**src/rtl/m_sync_lock_ctrl_pkg.sv**
```systemverilog
// ============================================================================
//  Module   : m_sync_lock_ctrl_pkg
//  Brief    : Shared state encoding and period defaults for the sync-lock path
//  Revision : 1.0
// ============================================================================
`default_nettype none

package m_sync_lock_ctrl_pkg;

    typedef enum logic [1:0] {
        ST_IDLE   = 2'd0,
        ST_ACQ    = 2'd1,
        ST_VERIFY = 2'd2,
        ST_LOCKED = 2'd3
    } state_e;

    localparam int c_def_width      = 32;
    localparam int c_def_period_min = 20;
    localparam int c_def_period_max = 10_000_000;

    // Width that holds 0..max_val without ever collapsing to zero bits.
    function automatic int f_ctr_w(input int max_val);
        return (max_val < 2) ? 1 : $clog2(max_val + 1);
    endfunction

endpackage

`default_nettype wire

```
**src/rtl/m_sync_lock_ctrl_win.sv**
```systemverilog
// ============================================================================
//  Module   : m_sync_win_timer
//  Brief    : Measurement window counter with start pulse and end-of-window
//  Revision : 1.0
// ============================================================================
`default_nettype none

module m_sync_win_timer #(
    parameter int WIN_CYCLES = 2_000_000
) (
    input  logic clk,
    input  logic rst,
    input  logic i_run,
    input  logic i_active_nxt,
    output logic o_win_start,
    output logic o_eow
);

    localparam int c_wcnt_w = $clog2(WIN_CYCLES);
    localparam logic [c_wcnt_w-1:0] c_last = c_wcnt_w'(WIN_CYCLES - 1);
    localparam logic [c_wcnt_w-1:0] c_one  = c_wcnt_w'(1);

    logic [c_wcnt_w-1:0] r_wcnt;
    logic [c_wcnt_w-1:0] w_wcnt_nxt;
    logic                r_win_start;

    always_comb begin
        w_wcnt_nxt = r_wcnt + c_one;
        if (!i_run || (r_wcnt == c_last)) begin
            w_wcnt_nxt = '0;
        end
    end

    // The start pulse is registered against the next count so it coincides
    // with the first cycle of every window, including the one entering ACQ.
    always_ff @(posedge clk) begin
        if (rst) begin
            r_wcnt      <= '0;
            r_win_start <= 1'b0;
        end else begin
            r_wcnt      <= w_wcnt_nxt;
            r_win_start <= i_active_nxt && (w_wcnt_nxt == '0);
        end
    end

    assign o_eow       = i_run && (r_wcnt == c_last);
    assign o_win_start = r_win_start;

endmodule

`default_nettype wire

```
**src/rtl/m_sync_lock_ctrl.sv**
```systemverilog
// ============================================================================
//  Module   : m_sync_lock_ctrl
//  Brief    : Qualifies windowed period measurements and drives the sync-clock
//             generator once the period is stable
//  Revision : 1.0
// ============================================================================
`default_nettype none

module m_sync_lock_ctrl
    import m_sync_lock_ctrl_pkg::*;
#(
    parameter int WIDTH       = c_def_width,
    parameter int WIN_CYCLES  = 2_000_000,
    parameter int TOL         = 4,
    parameter int LOCK_CNT    = 3,
    parameter int LOSS_CNT    = 2,
    parameter int TIMEOUT_WIN = 8,
    parameter int PERIOD_MIN  = c_def_period_min,
    parameter int PERIOD_MAX  = c_def_period_max
) (
    input  logic             clk,
    input  logic             rst,
    input  logic             en,
    input  logic             meas_valid,
    input  logic [WIDTH-1:0] meas_period,
    output logic             win_start,
    output logic             gen_en,
    output logic [WIDTH-1:0] gen_period,
    output logic             locked,
    output logic             lock_err,
    output logic [1:0]       state
);

    localparam int c_mcnt_w = f_ctr_w(LOCK_CNT);
    localparam int c_miss_w = f_ctr_w(LOSS_CNT);
    localparam int c_tcnt_w = f_ctr_w(TIMEOUT_WIN);

    localparam logic [c_mcnt_w-1:0] c_mcnt_one = c_mcnt_w'(1);
    localparam logic [c_mcnt_w-1:0] c_lock_cnt = c_mcnt_w'(LOCK_CNT);
    localparam logic [c_miss_w-1:0] c_miss_one = c_miss_w'(1);
    localparam logic [c_miss_w-1:0] c_loss_cnt = c_miss_w'(LOSS_CNT);
    localparam logic [c_tcnt_w-1:0] c_tcnt_one = c_tcnt_w'(1);
    localparam logic [c_tcnt_w-1:0] c_timeout  = c_tcnt_w'(TIMEOUT_WIN);

    state_e              r_state,      w_state_nxt;
    logic [WIDTH-1:0]    r_cand,       w_cand_nxt;
    logic [WIDTH-1:0]    r_gen_period, w_gen_period_nxt;
    logic [c_mcnt_w-1:0] r_mcnt,       w_mcnt_nxt;
    logic [c_miss_w-1:0] r_miss,       w_miss_nxt;
    logic [c_tcnt_w-1:0] r_tcnt,       w_tcnt_nxt;
    logic                r_gen_en,     w_gen_en_nxt;
    logic                r_lock_err,   w_lock_err_nxt;
    logic                r_locked;

    logic [WIDTH-1:0]    r_sample;
    logic                r_have;

    logic                w_run;
    logic                w_active_nxt;
    logic                w_eow;
    logic                w_win_start;
    logic                w_in_range;
    logic                w_accept;
    logic                w_have;
    logic [WIDTH-1:0]    w_smp;
    logic signed [WIDTH:0] w_diff;
    logic [WIDTH:0]      w_abs_diff;
    logic                w_match;
    logic                w_count_win;
    logic [c_mcnt_w-1:0] w_mcnt_inc;
    logic [c_miss_w-1:0] w_miss_inc;
    logic [c_tcnt_w-1:0] w_tcnt_inc;

    assign w_run        = en && (r_state != ST_IDLE);
    assign w_active_nxt = (w_state_nxt != ST_IDLE);

    m_sync_win_timer #(
        .WIN_CYCLES (WIN_CYCLES)
    ) u_win_timer (
        .clk          (clk),
        .rst          (rst),
        .i_run        (w_run),
        .i_active_nxt (w_active_nxt),
        .o_win_start  (w_win_start),
        .o_eow        (w_eow)
    );

    assign w_in_range = (meas_period >= WIDTH'(PERIOD_MIN)) &&
                        (meas_period <= WIDTH'(PERIOD_MAX));
    assign w_accept   = w_run && meas_valid && w_in_range && !r_have;

    // A strobe landing on the EOW cycle still belongs to the ending window.
    assign w_have = r_have || w_accept;
    assign w_smp  = r_have ? r_sample : meas_period;

    always_ff @(posedge clk) begin
        if (rst) begin
            r_have   <= 1'b0;
            r_sample <= '0;
        end else if (!w_run || w_eow) begin
            r_have   <= 1'b0;
        end else if (w_accept) begin
            r_have   <= 1'b1;
            r_sample <= meas_period;
        end
    end

    // One extra bit keeps the difference exact for any pair of WIDTH values.
    assign w_diff     = $signed({1'b0, w_smp}) - $signed({1'b0, r_cand});
    assign w_abs_diff = w_diff[WIDTH] ? (WIDTH+1)'(-w_diff) : (WIDTH+1)'(w_diff);
    assign w_match    = (w_abs_diff <= (WIDTH+1)'(TOL));

    assign w_mcnt_inc = r_mcnt + c_mcnt_one;
    assign w_miss_inc = r_miss + c_miss_one;
    assign w_tcnt_inc = r_tcnt + c_tcnt_one;

    always_comb begin
        w_state_nxt      = r_state;
        w_cand_nxt       = r_cand;
        w_gen_period_nxt = r_gen_period;
        w_mcnt_nxt       = r_mcnt;
        w_miss_nxt       = r_miss;
        w_tcnt_nxt       = r_tcnt;
        w_gen_en_nxt     = r_gen_en;
        w_lock_err_nxt   = r_lock_err;
        w_count_win      = 1'b0;

        if (!en) begin
            w_state_nxt      = ST_IDLE;
            w_cand_nxt       = '0;
            w_gen_period_nxt = '0;
            w_mcnt_nxt       = '0;
            w_miss_nxt       = '0;
            w_tcnt_nxt       = '0;
            w_gen_en_nxt     = 1'b0;
            w_lock_err_nxt   = 1'b0;
        end else begin
            case (r_state)
                ST_IDLE: begin
                    w_state_nxt      = ST_ACQ;
                    w_cand_nxt       = '0;
                    w_gen_period_nxt = '0;
                    w_mcnt_nxt       = '0;
                    w_miss_nxt       = '0;
                    w_tcnt_nxt       = '0;
                    w_gen_en_nxt     = 1'b0;
                end
                ST_ACQ: begin
                    if (w_eow) begin
                        w_count_win = 1'b1;
                        if (w_have) begin
                            w_cand_nxt  = w_smp;
                            w_mcnt_nxt  = c_mcnt_one;
                            w_state_nxt = ST_VERIFY;
                        end
                    end
                end
                ST_VERIFY: begin
                    if (w_eow) begin
                        if (!w_have) begin
                            w_state_nxt = ST_ACQ;
                            w_count_win = 1'b1;
                        end else if (w_match) begin
                            if (w_mcnt_inc == c_lock_cnt) begin
                                w_state_nxt      = ST_LOCKED;
                                w_gen_period_nxt = r_cand;
                                w_gen_en_nxt     = 1'b1;
                                w_miss_nxt       = '0;
                                w_tcnt_nxt       = '0;
                            end else begin
                                w_mcnt_nxt  = w_mcnt_inc;
                                w_count_win = 1'b1;
                            end
                        end else begin
                            w_cand_nxt  = w_smp;
                            w_mcnt_nxt  = c_mcnt_one;
                            w_count_win = 1'b1;
                        end
                    end
                end
                ST_LOCKED: begin
                    if (w_eow) begin
                        if (w_have && w_match) begin
                            w_miss_nxt = '0;
                        end else if (w_miss_inc == c_loss_cnt) begin
                            w_state_nxt  = ST_ACQ;
                            w_gen_en_nxt = 1'b0;
                            w_miss_nxt   = '0;
                        end else begin
                            w_miss_nxt = w_miss_inc;
                        end
                    end
                end
                default: begin
                    w_state_nxt = ST_IDLE;
                end
            endcase

            // The fault is sticky but acquisition carries on regardless.
            if (w_count_win) begin
                if (w_tcnt_inc == c_timeout) begin
                    w_lock_err_nxt = 1'b1;
                    w_tcnt_nxt     = '0;
                end else begin
                    w_tcnt_nxt = w_tcnt_inc;
                end
            end
        end
    end

    always_ff @(posedge clk) begin
        if (rst) begin
            r_state      <= ST_IDLE;
            r_cand       <= '0;
            r_gen_period <= '0;
            r_mcnt       <= '0;
            r_miss       <= '0;
            r_tcnt       <= '0;
            r_gen_en     <= 1'b0;
            r_lock_err   <= 1'b0;
            r_locked     <= 1'b0;
        end else begin
            r_state      <= w_state_nxt;
            r_cand       <= w_cand_nxt;
            r_gen_period <= w_gen_period_nxt;
            r_mcnt       <= w_mcnt_nxt;
            r_miss       <= w_miss_nxt;
            r_tcnt       <= w_tcnt_nxt;
            r_gen_en     <= w_gen_en_nxt;
            r_lock_err   <= w_lock_err_nxt;
            r_locked     <= (w_state_nxt == ST_LOCKED);
        end
    end

    assign win_start  = w_win_start;
    assign gen_en     = r_gen_en;
    assign gen_period = r_gen_period;
    assign locked     = r_locked;
    assign lock_err   = r_lock_err;
    assign state      = r_state;

endmodule

`default_nettype wire

```
**config.mk**
```make
export PLATFORM = sky130hd
export DESIGN_NAME = m_sync_lock_ctrl
export DESIGN_NICKNAME = d
export VERILOG_FILES = /design/src/rtl/m_sync_lock_ctrl_pkg.sv /design/src/rtl/m_sync_lock_ctrl_win.sv /design/src/rtl/m_sync_lock_ctrl.sv
export SDC_FILE = /design/constraint.sdc
export NUM_CORES = 1
export LEC_CHECK = 0
export ABC_AREA = 1
export CAP_MARGIN = 20
export CORE_ASPECT_RATIO = 0.8
export CORE_MARGIN = 10
export CORE_UTILIZATION = 60
export CTS_CLUSTER_SIZE = 30
export DETAILED_ROUTE_END_ITERATION = 16
export PLACE_DENSITY = 0.83
export SYNTH_ARGS = -nofsm -noshare
export SYNTH_HDL_FRONTEND = slang
export SYNTH_HIERARCHICAL = 1
export SYNTH_SLANG_ARGS = --single-unit
```
**constraint.sdc**
```tcl
create_clock -name clk -period 10.72 [get_ports clk]
set_clock_uncertainty 0.2 [all_clocks]
set_input_delay 2.144 -clock clk [delete_from_list [all_inputs] [get_ports clk]]
set_output_delay 2.144 -clock clk [all_outputs]
set_load 0.03 [all_outputs]
```
==> flow_metrics.py <==
metrics = {
    "worst_setup_path": {
        "cp_max_fo": 45,
        "setup.worst_path.start": "meas_period[0]",
        "crit_buf_inv": 3,
        "crit_path_max_incr_delay_ns": 0.67,
        "critPathSlowestCell": "nand3_2",
        "cp-start-kind": "primary input",
        "cpMostUsedCell": "nand2_1",
        "criticalPathCategory": "primary input to register",
        "cp.arrival_ns": 7.32,
        "path_delay_family": "simple AND/OR/NAND/NOR gates",
        "r2r-start": "r_have",
        "critPathCaptureType": "register",
        "crit_required_ns": 10.81,
    },
    "floorplanning": {
        "num_rows": 42,
        "dieWidth_um": 165.4,
        "die_h_um": 136.3,
        "start_util_pct": 61.28,
        "pin_count": 74,
        "design.core.area_um2": 16550,
        "dieArea_um2": 22540,
    },
    "sta": {
        "final.min_clock_period_ns": 7.232,
        "rsz0062_at_grt": "no",
        "slew_viol_final": 0,
        "fin_setup_tns_ns": 0,
        "relSlewSlack_pct": 29.20,
        "setup-violations-final": 0,
        "hold_violations": 0,
        "hold_slack_ns": 0.2343,
        "worst_slew_pin_slew_ns": 1.061,
        "fmax_mhz": 138.3,
        "timing.final.crit_share_pct": 67.46,
    },
    "run_status": {
        "status": "complete, no violations",
    },
    "detailed_routing": {
        "drt_iter0_markers": 970,
        "ant_nets": 0,
        "wl_um": 29720,
        "routed-via-count": 10910,
        "wl_per_cell_um": 14.79,
        "viasPerCell": 5.429,
        "dr.pass1.iters": 6,
        "drc_errors": 0,
    },
    "run": {
        "maxCapViolations": 0,
    },
    "logic_synthesis": {
        "syn_nets": 1802,
        "synth_warnings": 6,
        "syn_avg_cell_area_um2": 5.884,
        "synthMuxAreaShare_pct": 0,
        "synthXorXnorAreaFrac_pct": 1.628,
        "synth_fa_ha_area_share_pct": 5.254,
        "ys_ff_latch": 132,
        "synth_top_family_by_area": "simple AND/OR/NAND/NOR gates",
        "synth_seq_area_share_pct": 26.05,
        "synth-compound-area-share_pct": 11.61,
        "yosysTopAreaCell": "dfxtp_1",
        "syn_area_um2": 10140,
        "async_reset_ff_share_pct": 0,
        "ys.flop_type": "dfxtp_1",
        "synthCells": 1724,
        "yosysTopAreaCellShare_pct": 26.05,
        "ys_types": 49,
        "synth_edf_count": 0,
        "synth.top_cells.by_area": "dfxtp_1 26%, nand2_1 24%, inv_1 7.8%",
        "synth_simple_gate_area_share_pct": 44.51,
    },
    "clock_network": {
        "cts_buffers": 17,
        "cts.path.max_buffers": 2,
        "cts-root-buf": "clkbuf_16",
        "htreeDepth": 4,
        "cts_tree": "yes",
        "cts.sinks": 132,
        "clk_latency_ns": 0.43,
        "postCtsSetupBuffers": 0,
        "path_clk_slew_ns": 0.06,
        "ctsResizeCount": 0,
        "cts_hold_buf": 0,
    },
    "power": {
        "ir_worst_vdd_v": 0.0001163,
        "pwr_density_cell_nw_per_um2": 128.2,
        "p_leak_uw": 0.005353,
    },
    "hold_path": {
        "hold_class": "register to register",
        "hold_start": "r_miss[1]",
    },
    "layout": {
        "drive_above_1_share_pct": 7.095,
        "regArea_um2": 2643,
        "multi_input_area_um2": 6399,
        "n_fill_cell": 1501,
        "final_nets": 1855,
        "syn2layout_area_growth_pct": 14.60,
        "antenna_cells": 0,
        "layout_commonest_cell": "nand2_1",
        "utilization_pct": 70.23,
        "mostFrequentLayoutCells": "642 x nand2_1, 211 x inv_1, 152 x a21oi_1",
    },
    "grt": {
        "grt_pass1_wl_um": 48850,
        "antenna_found_initial": 0,
        "grt_usage_pct": 26.41,
        "grt_max_degree": 64,
        "grt_pass1_vias": 9878,
        "grt.overflow.total": 0,
    },
    "placement": {
        "io_buffers": 73,
        "place.gp.congestion": 1.011,
        "dpl.hpwl_um": 22100,
    },
}
state kept, by name, summed over array words and instances, names as in the netlist:
signal,flops
u_win_timer/r_wcnt,21
r_miss,2
r_sample,32
u_win_timer/o_win_start,1
state,2
r_have,1
lock_err,1
gen_period,32
r_tcnt,4
r_cand,32
gen_en,1
r_mcnt,2
locked,1
cell families after synthesis:
kind of cell             Yosys count
flip-flops                       132
AND/OR/NAND/NOR                 1034
AO/OA/AOI/OAI                    225
XOR/XNOR                          18
adder cells (fa/ha/maj)           42
buffers and inverters            273
worst paths after layout:
| path | endpoint | slack [ns] | cells past startpoint |
|---|---|---|---|
| max | gen_period[11] | 3.49 | 27 |
| min | r_miss[1] | 0.23 | 2 |
| max reg2reg | gen_period[11] | 4.43 | 25 |
| min reg2reg | r_miss[1] | 0.23 | 2 |
cell usage after synthesis, drive strengths merged, types with 3 or more instances:
master and number:
nand2 674, inv 224, nor2 163, a21oi 154, dfxtp 132, nand3 131, o21ai 55, ha 41
clkbuf 27, nor3 22, buf 20, nand4 18, nand3b 16, xor2 14, o21bai 5, xnor2 4
nor4 3
power by group:
group | switching [uW] | internal [uW]
Combinational | 222 | 106
Sequential | 3.97 | 497
Clock | 245 | 417
area by class of cell:
class	instances	share of cell area, %
inverters	226	7.318
well taps	220	2.368
repair buffers	81	6.931
flip-flops and latches	132	22.73
multi-input cells	1319	55.04
clock buffers	19	3.724
clock inverters	13	1.894
stage by stage:
stage | cells | cell area [um^2] | worst slack (ns) | total power (uW)
floorplan | 1724 | 10140 | 5.110 | 751.1
finish | 2010 | 11630 | 3.488 | 1491
global placement | 1977 | 10950 | 3.233 | 827.9
global route | 2010 | 11630 | 3.123 | 1554
detailed placement | 1977 | 10950 | 3.185 | 830.9
CTS | 2009 | 11600 | 3.615 | 1486
metal layers:
layer	share of wire (%)	global-route usage (%)	vias up	routed length [um]
met2	45	42.04	393	13350
met3	7.7	5.017	45	2279
met4	2.0	8.909	0	599
met1	45	35.08	4912	13500
li1	-	-	5562	-
met5	0	0	-	0
worst reg2reg max path: stages (launching register included):
cell,delay (ns)
dfxtp_1,0.32
buf_4,0.40
inv_1,0.64
nand2_1,0.26
nand2_1,0.07
ha_1,0.40
nand2_1,0.10
nand2_1,0.12
a21oi_1,0.20
nand2_1,0.15
nand2_1,0.09
nand3_1,0.18
xnor2_1,0.57
nand2_1,0.18
nor2_1,0.17
nand3_1,0.17
nand3_1,0.11
nand2_1,0.06
nor2_1,0.09
nand2_1,0.09
nor2_4,0.18
nand3_4,0.13
nand2_4,0.11
nand3_2,0.67
nand2_1,0.34
a21oi_1,0.13
(Power assumes the default switching activity.)
